$ cat src/rtl/prach_pkg.sv
// Shared constants and types for the PRACH deshape return path.
// Holds channel width, lane/size defaults and the output FSM state.
package prach_pkg;
  localparam int CHN_W   = 8;
  localparam int LANES_D = 3;
  localparam int SIZE_D  = 16;

  typedef enum logic [1:0] {
    IDLE,
    S0,
    S1
  } st_t;
endpackage

$ cat src/rtl/prach_deshape1_ch.sv
// Per-lane de-interleaver: R-beat capture, sample-1 staging, output mux.
// All control strobes come from the shared top-level sequencer.
module prach_deshape_ch
  import prach_pkg::*;
#(
  parameter int SIZE = SIZE_D
) (
  input  logic            clk,
  input  logic            i_rst_n,
  input  logic            i_r_ld,
  input  logic            i_i_ld,
  input  logic            i_s1_sel,
  input  logic [SIZE-1:0] i_dp1,
  input  logic [SIZE-1:0] i_dp2,
  output logic [SIZE-1:0] o_dr,
  output logic [SIZE-1:0] o_di
);

  logic [SIZE-1:0] r_re0;
  logic [SIZE-1:0] r_re1;
  logic [SIZE-1:0] r_s1r;
  logic [SIZE-1:0] r_s1i;
  logic [SIZE-1:0] r_dr;
  logic [SIZE-1:0] r_di;

  // Sample 1 is staged at I-load so a following R-beat may reuse re0/re1.
  always_ff @(posedge clk) begin
    if (!i_rst_n) begin
      r_re0 <= '0;
      r_re1 <= '0;
      r_s1r <= '0;
      r_s1i <= '0;
      r_dr  <= '0;
      r_di  <= '0;
    end else begin
      if (i_r_ld) begin
        r_re0 <= i_dp1;
        r_re1 <= i_dp2;
      end
      if (i_i_ld) begin
        r_dr  <= r_re0;
        r_di  <= i_dp1;
        r_s1r <= r_re1;
        r_s1i <= i_dp2;
      end else if (i_s1_sel) begin
        r_dr <= r_s1r;
        r_di <= r_s1i;
      end
    end
  end

  assign o_dr = r_dr;
  assign o_di = r_di;

endmodule

$ cat src/rtl/prach_deshape1.sv
// PRACH deshape: packed R/I pair beats back to one complex sample per lane.
// Owns the beat phase, output FSM, channel/sync tags and fault pulse.
module prach_deshape1
  import prach_pkg::*;
#(
  parameter int SIZE  = SIZE_D,
  parameter int LANES = LANES_D
) (
  input  logic             clk,
  input  logic             rst_n,
  input  var logic [SIZE-1:0] din_dp1 [LANES],
  input  var logic [SIZE-1:0] din_dp2 [LANES],
  input  logic             din_dv,
  input  logic [CHN_W-1:0] din_chn,
  input  logic             sync_in,
  output var logic [SIZE-1:0] dout_dr [LANES],
  output var logic [SIZE-1:0] dout_di [LANES],
  output logic             dout_dv,
  output logic [CHN_W-1:0] dout_chn,
  output logic             sync_out,
  output logic             err
);

  st_t              r_st;
  st_t              w_nxt;
  logic             r_ph;
  logic [CHN_W-1:0] r_chn;
  logic             r_sync;
  logic [CHN_W-1:0] r_chn_o;
  logic             r_sync_o;
  logic             r_err;
  logic             w_r_ld;
  logic             w_i_ld;
  logic             w_s1_sel;
  logic             w_fault;

  // A sync beat always restarts the pair, even mid-pair.
  assign w_r_ld  = din_dv & (sync_in | ~r_ph);
  assign w_i_ld  = din_dv & ~sync_in & r_ph;
  assign w_fault = (din_dv & sync_in & r_ph)
                 | (w_i_ld & (din_chn != r_chn));

  always_comb begin
    w_nxt    = IDLE;
    w_s1_sel = 1'b0;
    unique case (r_st)
      IDLE: w_nxt = w_i_ld ? S0 : IDLE;
      S0: begin
        w_s1_sel = ~w_i_ld;
        w_nxt    = w_i_ld ? S0 : S1;
      end
      S1:      w_nxt = w_i_ld ? S0 : IDLE;
      default: w_nxt = IDLE;
    endcase
  end

  always_ff @(posedge clk) begin
    if (!rst_n) begin
      r_st     <= IDLE;
      r_ph     <= 1'b0;
      r_chn    <= '0;
      r_sync   <= 1'b0;
      r_chn_o  <= '0;
      r_sync_o <= 1'b0;
      r_err    <= 1'b0;
    end else begin
      r_st  <= w_nxt;
      r_err <= w_fault;
      if (w_r_ld) begin
        r_ph   <= 1'b1;
        r_chn  <= din_chn;
        r_sync <= sync_in;
      end else if (w_i_ld) begin
        r_ph <= 1'b0;
      end
      if (w_i_ld) begin
        r_chn_o  <= r_chn;
        r_sync_o <= r_sync;
      end else begin
        r_sync_o <= 1'b0;
      end
    end
  end

  for (genvar g = 0; g < LANES; g++) begin : g_lane
    prach_deshape_ch #(.SIZE(SIZE)) u_ch (
      .clk      (clk),
      .i_rst_n  (rst_n),
      .i_r_ld   (w_r_ld),
      .i_i_ld   (w_i_ld),
      .i_s1_sel (w_s1_sel),
      .i_dp1    (din_dp1[g]),
      .i_dp2    (din_dp2[g]),
      .o_dr     (dout_dr[g]),
      .o_di     (dout_di[g])
    );
  end

  assign dout_dv  = (r_st != IDLE);
  assign dout_chn = r_chn_o;
  assign sync_out = r_sync_o;
  assign err      = r_err;

endmodule

$ cat config.mk
export PLATFORM = sky130hd
export DESIGN_NAME = prach_deshape1
export DESIGN_NICKNAME = d
export VERILOG_FILES = /design/src/rtl/prach_pkg.sv /design/src/rtl/prach_deshape1_ch.sv /design/src/rtl/prach_deshape1.sv
export SDC_FILE = /design/constraint.sdc
export NUM_CORES = 1
export LEC_CHECK = 0
export CAP_MARGIN = 10
export CORE_MARGIN = 5
export CORE_UTILIZATION = 24
export DETAILED_ROUTE_END_ITERATION = 8
export PLACE_DENSITY = 0.44
export SLEW_MARGIN = 20
export SYNTH_ARGS = -nofsm -noshare
export SYNTH_HDL_FRONTEND = slang
export SYNTH_SLANG_ARGS = --single-unit
export TNS_END_PERCENT = 10
$ cat constraint.sdc
create_clock -name clk -period 1.2 [get_ports clk]
set_input_delay 0.12 -clock clk [delete_from_list [all_inputs] [get_ports clk]]
set_output_delay 0.12 -clock clk [all_outputs]
set_load 0.02 [all_outputs]
==> impl_metrics.json <==
{
  "status": "finished, violations left",
  "violations": "setup timing",
  "irDropWorstVdd_uv": 806.4,
  "num_antenna_cells": 0,
  "r2r-start": "r_ph",
  "netlist_area_um2": 12790,
  "ys.flop_type": "dfxtp_1",
  "cp.arrival_ns": 1.89,
  "p_total_mw": 25.23,
  "drive_gt1_share_pct": 30.27,
  "worst_pin_slew_ns": 0.4308,
  "avgSynthCellArea_um2": 9.232,
  "yosysWarnings": 0,
  "synth_area_leader_cell": "dfxtp_1",
  "clkTransAtPathRegs_ns": 0.06,
  "syn_to_final_growth_pct": 40.82,
  "drv_cap": 0,
  "use_met2_pct": 22.52,
  "cts_buffer_depth": 3,
  "antenna_found_initial": 2,
  "dr.pass1.iters": 4,
  "fmax_mhz": 698.1,
  "cp_slowest_cell": "dfxtp_2",
  "core_um2": 52660,
  "worst-setup-path-type": "reg -> reg",
  "whs_path_depth": 4,
  "ys_ff_latch": 310,
  "hold_class": "in -> reg",
  "place_inst": 2248,
  "dieWidth_um": 240.8,
  "leakage_nw": 7.050,
  "post-route-min-period_ns": 1.432,
  "drtIter0Drc": 516,
  "clock-sinks": 310,
  "final_hold_viol_count": 0,
  "netlist.area_leader.share_pct": 48.54,
  "synth-async-reset-ratio_pct": 0,
  "syn_nets": 1493,
  "gr-total-overflow": 0,
  "grt_max_degree": 77,
  "grt_use_met1_pct": 18.61,
  "critPathLaunchType": "register",
  "dieHeight_um": 240.8,
  "synthTopCellsByArea": "dfxtp_1 49%, a211oi_2 9.4%, a21oi_1 8.2%, mux2i_1 7.5%, nand3b_1 6.2%",
  "grt_pass1_vias": 10754,
  "fin_nets": 1723,
  "min_to": "r_sync",
  "grt_pass1_wl_um": 62930,
  "placed_area_um2": 16290,
  "fin_hold_ws_ns": 0.1027,
  "wl_um": 42130,
  "finalNonFillerCells": 2330,
  "globalRouteMet3Util_pct": 2.754,
  "pre_cts_ws_ns": -0.5358,
  "path_max_fanout": 28,
  "final_common_cell": "dfxtp_1",
  "cts_buffers": 38,
  "portBuffers": 214,
  "num_rows": 84,
  "track_usage_pct": 13.68,
  "finalInstanceArea_um2": 18000,
  "r2r_slack_ns": -0.23,
  "max_stage_delay_ns": 0.35,
  "place_hpwl_um": 28130,
  "cts_max_level": 2,
  "io_pins": 215,
  "cts_tree": "done",
  "r2r_cells": 6,
  "finClkSkew_ns": 0.02344,
  "layout_common_cells": "245 x dfxtp_1, 200 x nand2_1, 195 x a21oi_1",
  "required_ns": 1.66,
  "cp-end-kind": "register",
  "wl_per_cell_um": 18.08,
  "max_slew_margin_pct": 71.28,
  "synthCells": 1385,
  "final_antenna_net_count": 0,
  "regToRegEndpoint": "g_lane[0].u_ch.o_di[5]",
  "route.detailed.drc": 0,
  "clk_latency_ns": 0.54,
  "vias": 10741,
  "synth_enable_flop_cells": 0,
  "setup_violations": 261,
  "post_drt_via_cell_ratio": 4.610,
  "yosysUniqueCellTypes": 27,
  "p_per_area_nw_per_um2": 1401,
  "grt_setup_unrepaired": "yes",
  "slew_viol_final": 0,
  "path_cells": "nand3b_1 > buf_6 > buf_12 > buf_16 > buf_4 > a211oi_2",
  "top_usage_layer": "met2",
  "hp-start": "din_dv",
  "synth-seq-area-share_pct": 48.54,
  "initial_core_util_pct": 24.28,
  "finalCritPeriodShare_pct": 119.4,
  "dieArea_um2": 57990,
  "fin_ws_ns": -0.2325,
  "gp_congestion": 0.7318,
  "cts_root_buf": "clkbuf_16"
}
synth_stat cells, drive strengths merged (2+ instances only):
cell,instances
clkbuf,54
nand3b,105
o21ai,106
xor2,8
a21oi,209
nor3,2
mux2i,96
a211oi,97
inv,2
nor2,98
dfxtp,310
nand2,209
buf,81
stage by stage:
step                      setup TNS, ns  utilization (%)
after floorplan                  -1.429                -
after global routing             -47.38            34.19
final                            -25.12            34.19
after detailed placement        -135.16            30.93
after CTS                        -20.06            33.15
after global placement          -123.68            30.93
area by class of cell:
class / count / area (um2)
clock inverter: 9 / 82.58
inverter: 2 / 16.27
fill: 5407 / 34650
sequential: 310 / 6307
tap: 688 / 860.8
clock buffer: 58 / 1157
timing repair buffer: 325 / 3542
multi-input combinational: 938 / 6038
power breakdown:
part	internal (mW)	total (mW)	switching [mW]
sequential	10.7	11.0	0.263
clock	6.86	11.4	4.52
combinational	1.37	2.86	1.49
logic make-up (layout without fill, tap and decap cells):
logic type      after synthesis  count (layout)  synth area share, %
compound gates              413             413                21.83
xor+xnor                      8               8               0.5480
buf+inv                     137             394                5.960
flops                       310             310                48.54
mux                          96              96                7.515
simple gates                421             421                15.61
worst max-delay path by stage:
stage / startpoint / endpoint / slack (ns) / cells past startpoint
after global placement: sync_in / g_lane[2].u_ch.o_di[7] / -0.50 / 6
after global routing: r_ph / g_lane[0].u_ch.o_di[5] / -0.29 / 6
after CTS: r_st[0] / dout_dv / -0.21 / 2
after floorplan: r_st[1] / g_lane[1].u_ch.o_dr[1] / -0.04 / 6
final: r_ph / g_lane[0].u_ch.o_di[5] / -0.23 / 6
after detailed placement: sync_in / g_lane[2].u_ch.o_di[10] / -0.54 / 6
worst max-delay path: cells and delay by family (launching register included):
kind,cells,cell delay [ns]
AO/OA/AOI/OAI,1,0.15
buffers and inverters,4,0.66
flip-flops,1,0.35
AND/OR/NAND/NOR,1,0.16
metal layers:
layer,part of all wire [%],up-vias
met5,0.047,-
met4,1.7,2
met3,4.5,50
met2,48,197
met1,46,5186
li1,-,5306
flip-flops by register name (all words and copies together), names as in the netlist, 2 cells and up:
| signal | flops |
|---|---|
| g_lane.u_ch.o_di | 48 |
| g_lane.u_ch.o_dr | 48 |
| g_lane.u_ch.r_re0 | 48 |
| g_lane.u_ch.r_re1 | 48 |
| g_lane.u_ch.r_s1i | 48 |
| g_lane.u_ch.r_s1r | 48 |
| dout_chn | 8 |
| r_chn | 8 |
| r_st | 2 |
repair_timing:
item                                    CTS  global route
endpoints found under the hold margin     1             0
cloned                                    0             8
hold buffers                              1             0
resized for setup                       565           123
pin swaps                                32            51
endpoints found under the setup margin  405           348
buffers inserted                          3             3
(Power assumes the default switching activity.)
